===== config.mk =====
export PLATFORM = sky130hd
export DESIGN_NAME = joybus_poll_sched_flat
export DESIGN_NICKNAME = d
export VERILOG_FILES = /design/src/rtl/joybus_poll_sched_if.sv /design/src/rtl/joybus_poll_sched.sv /design/src/flat_wrapper.sv
export SDC_FILE = /design/constraint.sdc
export NUM_CORES = 1
export LEC_CHECK = 0
export ABC_AREA = 1
export CAP_MARGIN = 5
export CORE_ASPECT_RATIO = 0.75
export CORE_MARGIN = 3
export CORE_UTILIZATION = 54
export CTS_BUF_LIST = sky130_fd_sc_hd__clkbuf_8
export DETAILED_ROUTE_END_ITERATION = 6
export PLACE_DENSITY_LB_ADDON = 0.1
export SETUP_SLACK_MARGIN = 0.05
export SYNTH_ARGS = -nofsm -noshare
export SYNTH_HDL_FRONTEND = slang
export SYNTH_SLANG_ARGS = --single-unit
export TNS_END_PERCENT = 1

===== constraint.sdc =====
create_clock -name clk -period 3.07 [get_ports clk]
set_clock_uncertainty 0.15 [all_clocks]
set_input_delay 0.307 -clock clk [delete_from_list [all_inputs] [get_ports clk]]
set_output_delay 0.307 -clock clk [all_outputs]
set_load 0.005 [all_outputs]

===== src/rtl/joybus_poll_sched_if.sv =====
// joybus_poll_sched_if
// Bundles the scheduler's bus-facing signals into one interface.
//   slave  : the scheduler side (joybus_poll_sched)
//   master : the glue / tx-rx engine / bench side
// Signals:
//   poll_en, ch_enable        frame timer enable, per-port enable
//   cmd_rdy, cmd_data, ch_sel command strobe to the tx engine, opcode, port mux select
//   rx_done, rx_data          response strobe and word from the rx engine
//   cntlr_data, cntlr_present per-port controller words and presence flags
//   data_valid, data_ch       update strobe and the port it refers to
//   overrun                   sticky frame-overrun flag
//   dbg_state                 scheduler FSM state (IDLE=0, SEL=1, CMD=2, WAIT=3)
//
// Handshake: there is no back-pressure anywhere. cmd_rdy is a single-cycle
// strobe that the tx engine must accept on that cycle; rx_done is a
// single-cycle strobe qualifying rx_data and is only acted on while the
// scheduler is waiting for a response; data_valid is a single-cycle strobe
// qualifying the cntlr_data slice selected by data_ch.
interface joybus_poll_sched_if #(
    parameter int N_CH = 4
);
    localparam int CH_W = (N_CH > 1) ? $clog2(N_CH) : 1;

    logic                 poll_en;
    logic [N_CH-1:0]      ch_enable;
    logic                 cmd_rdy;
    logic [7:0]           cmd_data;
    logic [CH_W-1:0]      ch_sel;
    logic                 rx_done;
    logic [31:0]          rx_data;
    logic [32*N_CH-1:0]   cntlr_data;
    logic [N_CH-1:0]      cntlr_present;
    logic                 data_valid;
    logic [CH_W-1:0]      data_ch;
    logic                 overrun;
    logic [1:0]           dbg_state;

    modport slave (
        input  poll_en, ch_enable, rx_done, rx_data,
        output cmd_rdy, cmd_data, ch_sel, cntlr_data, cntlr_present,
               data_valid, data_ch, overrun, dbg_state
    );

    modport master (
        output poll_en, ch_enable, rx_done, rx_data,
        input  cmd_rdy, cmd_data, ch_sel, cntlr_data, cntlr_present,
               data_valid, data_ch, overrun, dbg_state
    );
endinterface


===== src/rtl/joybus_poll_sched.sv =====
// joybus_poll_sched
// Time-multiplexes one JOYBUS tx/rx engine across N_CH controller ports.
// Once per frame every enabled port gets one command: poll (0x01) if the port
// is present, identify (0x00) otherwise. Responses update the per-port word
// and presence; MISS_LIMIT consecutive timeouts mark a port absent.
// Ports:
//   clk  : rising-edge clock
//   rst  : synchronous active-high reset
//   bus  : joybus_poll_sched_if.slave (see interface file for signal list)
module joybus_poll_sched #(
    parameter int N_CH           = 4,
    parameter int POLL_CYCLES    = 500000,
    parameter int TIMEOUT_CYCLES = 5000,
    parameter int MISS_LIMIT     = 3
) (
    input  logic                 clk,
    input  logic                 rst,
    joybus_poll_sched_if.slave   bus
);
    localparam int CH_W  = (N_CH > 1) ? $clog2(N_CH) : 1;
    localparam int IDX_W = $clog2(N_CH + 1);   // idx may reach N_CH (past last port)
    localparam int FC_W  = (POLL_CYCLES > 1) ? $clog2(POLL_CYCLES) : 1;
    localparam int TO_W  = (TIMEOUT_CYCLES > 1) ? $clog2(TIMEOUT_CYCLES) : 1;

    localparam logic [FC_W-1:0] FC_LAST  = FC_W'(POLL_CYCLES - 1);
    localparam logic [TO_W-1:0] TO_LAST  = TO_W'(TIMEOUT_CYCLES - 1);
    localparam logic [2:0]      MISS_MAX = 3'(MISS_LIMIT);

    typedef enum logic [1:0] {IDLE = 2'd0, SEL = 2'd1, CMD = 2'd2, WAIT = 2'd3} state_e;

    state_e                  state_q, state_d;
    logic [FC_W-1:0]         frame_q, frame_d;
    logic [TO_W-1:0]         tmo_q, tmo_d;
    logic [IDX_W-1:0]        idx_q, idx_d;
    logic                    pend_q, pend_d;      // frame expired while busy
    logic [CH_W-1:0]         ch_sel_q, ch_sel_d;
    logic                    cmd_rdy_q, cmd_rdy_d;
    logic [7:0]              cmd_data_q, cmd_data_d;
    logic [N_CH-1:0][31:0]   data_q, data_d;
    logic [N_CH-1:0]         present_q, present_d;
    logic [N_CH-1:0][2:0]    miss_q, miss_d;
    logic                    dv_q, dv_d;
    logic [CH_W-1:0]         data_ch_q, data_ch_d;
    logic                    overrun_q, overrun_d;

    logic                    frame_wrap;
    logic                    found;
    logic [CH_W-1:0]         pick;
    logic [2:0]              miss_cur, miss_inc;

    assign frame_wrap = bus.poll_en && (frame_q == FC_LAST);
    assign miss_cur   = miss_q[ch_sel_q];
    assign miss_inc   = (miss_cur >= MISS_MAX) ? MISS_MAX : miss_cur + 3'd1;

    // Lowest enabled port at or above idx; scanning downward lets the last
    // hit be the lowest one.
    always_comb begin
        found = 1'b0;
        pick  = '0;
        for (int j = N_CH - 1; j >= 0; j--) begin
            if (bus.ch_enable[j] && (IDX_W'(j) >= idx_q)) begin
                found = 1'b1;
                pick  = CH_W'(j);
            end
        end
    end

    always_comb begin
        state_d    = state_q;
        frame_d    = frame_q;
        tmo_d      = tmo_q;
        idx_d      = idx_q;
        pend_d     = pend_q;
        ch_sel_d   = ch_sel_q;
        cmd_rdy_d  = 1'b0;
        cmd_data_d = cmd_data_q;
        data_d     = data_q;
        present_d  = present_q;
        miss_d     = miss_q;
        dv_d       = 1'b0;
        data_ch_d  = data_ch_q;
        overrun_d  = overrun_q;

        // Frame timer runs in every state; an expiry outside IDLE is an
        // overrun and the new frame is deferred until IDLE.
        if (!bus.poll_en) begin
            frame_d = '0;
        end else if (frame_wrap) begin
            frame_d = '0;
        end else begin
            frame_d = frame_q + FC_W'(1);
        end
        if (frame_wrap && (state_q != IDLE)) begin
            overrun_d = 1'b1;
            pend_d    = 1'b1;
        end

        case (state_q)
            IDLE: begin
                if (frame_wrap || pend_q) begin
                    idx_d   = '0;
                    pend_d  = 1'b0;
                    state_d = SEL;
                end
            end
            SEL: begin
                if (found) begin
                    ch_sel_d   = pick;
                    cmd_rdy_d  = 1'b1;
                    cmd_data_d = present_q[pick] ? 8'h01 : 8'h00;
                    state_d    = CMD;
                end else begin
                    state_d = IDLE;
                end
            end
            CMD: begin
                tmo_d   = '0;
                state_d = WAIT;
            end
            WAIT: begin
                // rx_done wins over a coincident timeout.
                if (bus.rx_done) begin
                    miss_d[ch_sel_q] = 3'd0;
                    if (present_q[ch_sel_q]) begin
                        data_d[ch_sel_q] = bus.rx_data;
                        dv_d             = 1'b1;
                        data_ch_d        = ch_sel_q;
                    end else begin
                        present_d[ch_sel_q] = 1'b1;
                    end
                    idx_d   = IDX_W'(ch_sel_q) + IDX_W'(1);
                    state_d = SEL;
                end else if (tmo_q == TO_LAST) begin
                    miss_d[ch_sel_q] = miss_inc;
                    if (miss_inc == MISS_MAX) begin
                        present_d[ch_sel_q] = 1'b0;
                        data_d[ch_sel_q]    = 32'h0;
                    end
                    idx_d   = IDX_W'(ch_sel_q) + IDX_W'(1);
                    state_d = SEL;
                end else begin
                    tmo_d = tmo_q + TO_W'(1);
                end
            end
            default: state_d = IDLE;
        endcase
    end

    always_ff @(posedge clk) begin
        if (rst) begin
            state_q    <= IDLE;
            frame_q    <= '0;
            tmo_q      <= '0;
            idx_q      <= '0;
            pend_q     <= 1'b0;
            ch_sel_q   <= '0;
            cmd_rdy_q  <= 1'b0;
            cmd_data_q <= 8'h00;
            data_q     <= '0;
            present_q  <= '0;
            miss_q     <= '0;
            dv_q       <= 1'b0;
            data_ch_q  <= '0;
            overrun_q  <= 1'b0;
        end else begin
            state_q    <= state_d;
            frame_q    <= frame_d;
            tmo_q      <= tmo_d;
            idx_q      <= idx_d;
            pend_q     <= pend_d;
            ch_sel_q   <= ch_sel_d;
            cmd_rdy_q  <= cmd_rdy_d;
            cmd_data_q <= cmd_data_d;
            data_q     <= data_d;
            present_q  <= present_d;
            miss_q     <= miss_d;
            dv_q       <= dv_d;
            data_ch_q  <= data_ch_d;
            overrun_q  <= overrun_d;
        end
    end

    assign bus.cmd_rdy       = cmd_rdy_q;
    assign bus.cmd_data      = cmd_data_q;
    assign bus.ch_sel        = ch_sel_q;
    assign bus.cntlr_data    = data_q;
    assign bus.cntlr_present = present_q;
    assign bus.data_valid    = dv_q;
    assign bus.data_ch       = data_ch_q;
    assign bus.overrun       = overrun_q;
    assign bus.dbg_state     = state_q;
endmodule


===== src/flat_wrapper.sv =====
// flat-port wrapper written by rule: the top's interface ports become plain ports
module joybus_poll_sched_flat 
#(
    parameter int N_CH           = 4,
    parameter int POLL_CYCLES    = 500000,
    parameter int TIMEOUT_CYCLES = 5000,
    parameter int MISS_LIMIT     = 3
)
  (clk, rst, bus_poll_en, bus_ch_enable, bus_rx_done, bus_rx_data, bus_cmd_rdy, bus_cmd_data, bus_ch_sel, bus_cntlr_data, bus_cntlr_present, bus_data_valid, bus_data_ch, bus_overrun, bus_dbg_state);
  joybus_poll_sched_if #(.N_CH(N_CH)) bus_i ();
  input  logic clk;
  input  logic rst;
  input wire logic [$bits(bus_i.poll_en)-1:0] bus_poll_en;
  input wire logic [$bits(bus_i.ch_enable)-1:0] bus_ch_enable;
  input wire logic [$bits(bus_i.rx_done)-1:0] bus_rx_done;
  input wire logic [$bits(bus_i.rx_data)-1:0] bus_rx_data;
  output wire logic [$bits(bus_i.cmd_rdy)-1:0] bus_cmd_rdy;
  output wire logic [$bits(bus_i.cmd_data)-1:0] bus_cmd_data;
  output wire logic [$bits(bus_i.ch_sel)-1:0] bus_ch_sel;
  output wire logic [$bits(bus_i.cntlr_data)-1:0] bus_cntlr_data;
  output wire logic [$bits(bus_i.cntlr_present)-1:0] bus_cntlr_present;
  output wire logic [$bits(bus_i.data_valid)-1:0] bus_data_valid;
  output wire logic [$bits(bus_i.data_ch)-1:0] bus_data_ch;
  output wire logic [$bits(bus_i.overrun)-1:0] bus_overrun;
  output wire logic [$bits(bus_i.dbg_state)-1:0] bus_dbg_state;
  assign bus_i.poll_en = bus_poll_en;
  assign bus_i.ch_enable = bus_ch_enable;
  assign bus_i.rx_done = bus_rx_done;
  assign bus_i.rx_data = bus_rx_data;
  assign bus_cmd_rdy = bus_i.cmd_rdy;
  assign bus_cmd_data = bus_i.cmd_data;
  assign bus_ch_sel = bus_i.ch_sel;
  assign bus_cntlr_data = bus_i.cntlr_data;
  assign bus_cntlr_present = bus_i.cntlr_present;
  assign bus_data_valid = bus_i.data_valid;
  assign bus_data_ch = bus_i.data_ch;
  assign bus_overrun = bus_i.overrun;
  assign bus_dbg_state = bus_i.dbg_state;
  joybus_poll_sched #(.N_CH(N_CH), .POLL_CYCLES(POLL_CYCLES), .TIMEOUT_CYCLES(TIMEOUT_CYCLES), .MISS_LIMIT(MISS_LIMIT)) u_core (.clk(clk), .rst(rst), .bus(bus_i));
endmodule

==> impl_metrics.yaml, run 1 <==
setup_path:
  cpPeakStageDelay_ns: 0.43
  r2r_end: "u_core.bus.cntlr_data[48]"
  crit_slowest_cell: "dfxtp_2"
  worstReg2RegStart: "u_core.bus.ch_sel[0]"
  path_buf_inv: 3
  crit_path_start_kind: "register"
  cp_cell_sequence: "inv_2, nand2_1, nand2_1, nand2_1, nand2_2, ha_1, ha_1, inv_1, o211ai_2, nand2_1, nand2_4, nand3_4, buf_4, nand2_1, nand2_1, nor2_1"
  critical-path-top-delay-family: "simple AND/OR/NAND/NOR gates"
  cp_max_fo: 25
  cp_common_cell: "nand2_1"
  worstSetupStartpoint: "u_core.bus.ch_sel[0]"
  path_class: "reg -> reg"
  cp.arrival_ns: 3.02
  reg2reg_slack_ns: 0.29
  cp-end-kind: "register"
  required_ns: 3.32
  rr_worst_depth: 16
route:
  final_antenna_net_count: 0
  wirelength_mm: 27.7
  first_iter_violations: 887
  vias: 9807
  vias_per_cell: 5.18
  wl_per_cell_um: 14.7
  drt_drc_violations_left: 0
  first_pass_iters: 5
timing:
  hold_ws_ns: 0.320
  period_needed_ns: 2.78
  fmax_mhz: 360
  rsz0062_at_grt: "false"
  post-route-period-util: 0.904
  setup_violations: 0
  relSlewSlack: 0.558
  slew_violations: 0
  hold_viol_final: 0
  fin_tns_setup_ns: 0
  max_slew.worst_pin.slew_ns: 0.662
  setup_ws_ns: 0.295
synth:
  synth.avg_cell_area_um2: 6.46
  synth-seq-area-share: 0.392
  ys_ff_latch: 190
  synth.distinct_cells: 35
  synth_cells: 1500
  syn-cell-area_um2: 9690
  synth.top_cell.area_share: 0.392
  synth_area_leaders: "dfxtp_1, nand2_1, nor2_1"
  yosysTopAreaCell: "dfxtp_1"
  yosys_warnings: 0
finish:
  diodes: 0
  syn_to_final_growth_pct: 23.2
  multiInputGateArea_um2: 4640
  nFillCells: 1493
  drive_gt1_frac: 0.0441
  final_nets: 1697
  ff_latch_area_um2: 3810
hold_path:
  min_to: "u_core.frame_q[0]"
  hold_path.startpoint: "u_core.frame_q[0]"
  worst_hold_path_type: "reg -> reg"
  hold_path_depth: 1
die:
  io_pins: 189
  start_util: 0.564
  die-area_um2: 19600
  rows: 41
  die_h_um: 122
  die-width_um: 161
  core_area_um2: 17200
cts:
  cts_root_buffer: "clkbuf_8"
  path_clk_slew_ns: 0.10
  clock_tree.buffer_depth: 2
  clock-sinks: 190
  htreeDepth: 4
  cts_made_buffers: 17
  clkLatencyLatePin_ns: 0.46
  tritoncts: "built"
pwr:
  p_leak_nw: 5.73
  power.density_nw_per_um2: 418
  ir_worst_vdd_mv: 0.254
grt:
  grt_max_degree: 137
  grt_pass1_vias: 8894
  grt_pass1_wl_mm: 44.6
  grt-ovfl-total: 0
  track_usage: 0.279
  antenna_found_initial: 0
outcome:
  status: "finished, final reports clean"
place:
  gp_congestion: 0.897
  place_ws_ns: 0.186
  hpwl_mm: 18.9
  io_buffers: 181
flow_run:
  maxCapViolCount: 0
cell type report:
| class | instances | area share |
|---|---|---|
| multi-input combinational | 1018 | 0.389 |
| sequential | 190 | 0.319 |
| clock buffer | 17 | 0.0196 |
| timing repair buffer | 202 | 0.170 |
| tap | 236 | 0.0247 |
| clock inverter | 14 | 0.0101 |
| inverter | 215 | 0.0678 |
sequential cells by signal, indices dropped and copies added (netlist names), named ones only:
register	cells
u_core.bus.cntlr_data	128
u_core.bus.cmd_rdy	1
u_core.bus.data_ch	2
u_core.bus.overrun	1
u_core.bus.data_valid	1
u_core.miss_q	12
u_core.bus.cmd_data	1
u_core.bus.dbg_state	2
u_core.bus.ch_sel	2
u_core.tmo_q	13
u_core.frame_q	19
u_core.pend_q	1
u_core.idx_q	3
through the flow:
step                cell area, um2  utilization  std cells  power, mW
floorplan                     9720            -       1506       3.15
global placement             11600        0.674       1861       3.45
detailed placement           11600        0.674       1861       3.45
CTS                          11900        0.695       1892       4.99
global route                 11900        0.695       1892       5.18
finish                       11900        0.695       1892       4.98
layer usage:
layer	GRT usage	routed length [um]	vias up
met5	0	0	-
met4	0.0779	419	0
met3	0.0727	2810	35
met2	0.426	11800	413
met1	0.392	12700	4415
li1	-	-	4944
what timing repair did:
action,in CTS,in global routing
endpoints found under the setup margin,0,65
setup buffers,0,0
gates resized for setup,0,2
hold buffers,0,0
kinds of logic (layout without fill, tap and decap cells):
| kind of cell | Yosys count | after routing | share of synthesized area |
|---|---|---|---|
| buffers and inverters | 298 | 448 | 0.131 |
| adders and majority gates | 13 | 13 | 0.0168 |
| DFF | 190 | 190 | 0.392 |
| xor gates and xnor gates | 15 | 15 | 0.0136 |
| other | 1 | 7 | 0.000387 |
| AOI/OAI and AO/OA | 198 | 198 | 0.121 |
| and+or+nand+nor | 785 | 785 | 0.325 |
where the power goes:
group | internal (mW) | switching [mW]
Clock | 0.638 | 0.931
Combinational | 0.301 | 0.585
Sequential | 2.49 | 0.0360
Total | 3.43 | 1.55
cell usage after synthesis:
cell	number
o21ai_1	1
a21boi_0	1
xor2_1	15
nand3_1	39
or2_2	1
clkbuf_1	48
o21ai_0	16
conb_1	1
o211ai_2	1
buf_4	11
nand4_1	8
inv_2	3
buf_6	13
nor2_2	1
nand2_1	405
o22ai_1	129
nor3b_1	3
nand2_4	2
buf_2	11
a21oi_1	46
nor3_1	12
nand2_2	3
nand3b_1	1
nand3_4	4
nand3_2	2
clkinv_1	1
nor2_1	303
o31ai_1	1
ha_1	13
o211ai_1	1
dfxtp_1	190
a211oi_1	1
nor3_2	1
a21oi_2	1
inv_1	211
worst max path at each step:
stage / to / cells after the start
after CTS: u_core.bus.cntlr_data[48] / 16
after detailed placement: u_core.bus.cntlr_data[45] / 16
after global placement: u_core.bus.cntlr_data[45] / 14
after floorplan: u_core.bus.cntlr_data[101] / 14
final: u_core.bus.cntlr_data[48] / 16
after global routing: u_core.bus.cntlr_data[62] / 16
layout by cell type, fill, tap and decap left out, drive strengths merged, types with 7 or more instances in the layout:
cell type / n
clkbuf: 17
nand4: 8
buf: 21
nor3: 13
dfxtp: 190
nor2: 304
ha: 13
a21oi: 47
inv: 218
nand3: 45
clkinv: 7
nand2: 410
xor2: 15
conb: 7
o21ai: 17
clkdlybuf4s50: 181
o22ai: 129
Note: power is estimated with default switching activity, not from simulation.
==> inputs of run 2 (changes only) <==
Settings changed: CORE_UTILIZATION 54 to 40, DONT_BUFFER_PORTS from default to 1, GPL_TIMING_DRIVEN from default to 0.
==> impl_metrics.yaml, run 2 (synthesis results as in run 1) <==
outcome:
  status: "finished, final reports clean"
finish:
  fin_cells: 1838
  drive_gt1_frac: 0.0540
  final_nets: 1579
  final_cell_mix: "nand2_1, nor2_1, inv_1"
  largest_register_ffs: 128
  final_cell_area_um2: 10500
  syn_to_final_growth_pct: 8.07
  layout_commonest_cell: "nand2_1"
  diodes: 0
place:
  io_buffers: 0
  place_inst: 1806
  gp_congestion: 0.840
  dpl-instance-area_um2: 10100
  hpwl_mm: 23.2
grt:
  antenna_found_initial: 0
  grt_max_degree: 17
  grt_pass1_wl_mm: 48.7
  grt-ovfl-total: 0
  grt_pass1_vias: 8415
  track_usage: 0.239
setup_path:
  r2r_end: "u_core.bus.cntlr_data[109]"
  rr_worst_depth: 13
  cp-endpoint: "u_core.bus.cntlr_data[109]"
  crit_path_start_kind: "register"
  cp.arrival_ns: 3.04
  worstSetupStartpoint: "u_core.bus.ch_sel[1]"
  required_ns: 3.31
  cp-end-kind: "register"
  reg2reg_slack_ns: 0.27
  cp_max_fo: 10
  path_class: "reg -> reg"
  worstReg2RegStart: "u_core.bus.ch_sel[1]"
pwr:
  p_leak_nw: 5.22
  ir_worst_vdd_mv: 0.292
  power.density_nw_per_um2: 482
cts:
  cts_root_buffer: "clkbuf_8"
  cts_made_buffers: 17
  path_clk_slew_ns: 0.11
  clock-sinks: 190
  htreeDepth: 4
  tritoncts: "built"
  clock_tree.buffer_depth: 2
  clkLatencyLatePin_ns: 0.49
  post_cts_buffers: 0
route:
  first_pass_iters: 5
  wirelength_mm: 31.5
  final_antenna_net_count: 0
  first_iter_violations: 622
  vias: 9276
  wl_per_cell_um: 17.1
  vias_per_cell: 5.05
  drt_drc_violations_left: 0
flow_run:
  maxCapViolCount: 0
die:
  start_util: 0.414
  rows: 48
  core_area_um2: 23400
  die-width_um: 186
  die_h_um: 141
  io_pins: 189
  die-area_um2: 26200
timing:
  post-route-period-util: 0.913
  fin_tns_setup_ns: 0
  hold_viol_final: 0
  max_slew.worst_pin.slew_ns: 0.765
  rsz0062_at_grt: "false"
  slew_violations: 0
  period_needed_ns: 2.80
  setup_violations: 0
  relSlewSlack: 0.490
  fmax_mhz: 357
hold_path:
  worst_hold_path_type: "in -> reg"
[run 2: cell count changes in the layout (fill, tap and decap cells not counted), sizes merged]
cell	previous run	this run
buf	21	35
bufinv	1	2
clkbuf	17	66
clkdlybuf4s50	181	0
clkinv	7	6
clkinvlp	3	1
dlygate4sd3	0	1
inv	218	219
[run 2: worst min path at each step]
stage / from / to / slack [ns] / cells past startpoint
floorplan: u_core.frame_q[0] / u_core.frame_q[0] / 0.27 / 1
global placement: u_core.frame_q[0] / u_core.frame_q[0] / 0.28 / 1
finish: bus_ch_enable[0] / u_core.bus.ch_sel[0] / 0.03 / 3
CTS: bus_rx_done / u_core.miss_q[7] / 0.006 / 5
detailed placement: u_core.frame_q[0] / u_core.frame_q[0] / 0.30 / 1
global route: bus_rx_done / register / 0.04 / 3
[run 2: layer usage]
metal | share of wire | GRT usage | up-vias
met1 | 0.49 | 0.357 | 4264
met5 | 0 | 0 | -
met3 | 0.10 | 0.0903 | 21
li1 | - | - | 4715
met4 | 0.0099 | 0.0486 | 0
met2 | 0.39 | 0.325 | 276
[run 2: timing repair]
action,CTS,global route
hold buffers,1,0
endpoints found under the setup margin,0,25
resized for setup,0,1
endpoints found under the hold margin,4,0
[run 2: cell type report]
type                            count  area, um2
Buffer                             83        464
Clock buffer                       18        248
Clock inverter                     13        125
Fill cell                        2477      12900
Inverter                          215        807
Multi-Input combinational cell   1018       4640
Sequential cell                   190       3800
Tap cell                          300        375
Timing Repair Buffer                1       10.0
[run 2: report_power, final]
part | leakage (nW) | internal (mW) | switching (mW) | total [mW]
sequential | 1.53 | 2.49 | 0.0396 | 2.53
combinational | 3.48 | 0.223 | 0.613 | 0.836
clock | 0.203 | 0.733 | 0.950 | 1.68
[run 2: critical path, cell delays in order (launching register included)]
cell and delay, ns:
dfxtp_1 0.57, inv_2 0.15, o21ai_0 0.12, o22ai_1 0.09, ha_1 0.19, ha_1 0.27
inv_1 0.06, o211ai_2 0.13, nand2_1 0.10, nand2_4 0.17, nand3_4 0.22, buf_2 0.28
nor2_1 0.14, nor2_1 0.06
[run 2: through the flow]
stage | power, mW | worst slack, ns | hold slack, ns | utilization
floorplan | 3.15 | 0.738 | 0.268 | -
global placement | 3.41 | 0.276 | 0.284 | 0.431
detailed placement | 3.41 | 0.259 | 0.295 | 0.431
CTS | 5.07 | 0.235 | 0.00623 | 0.447
global route | 5.27 | 0.0738 | 0.0435 | 0.447
finish | 5.05 | 0.266 | 0.0291 | 0.447
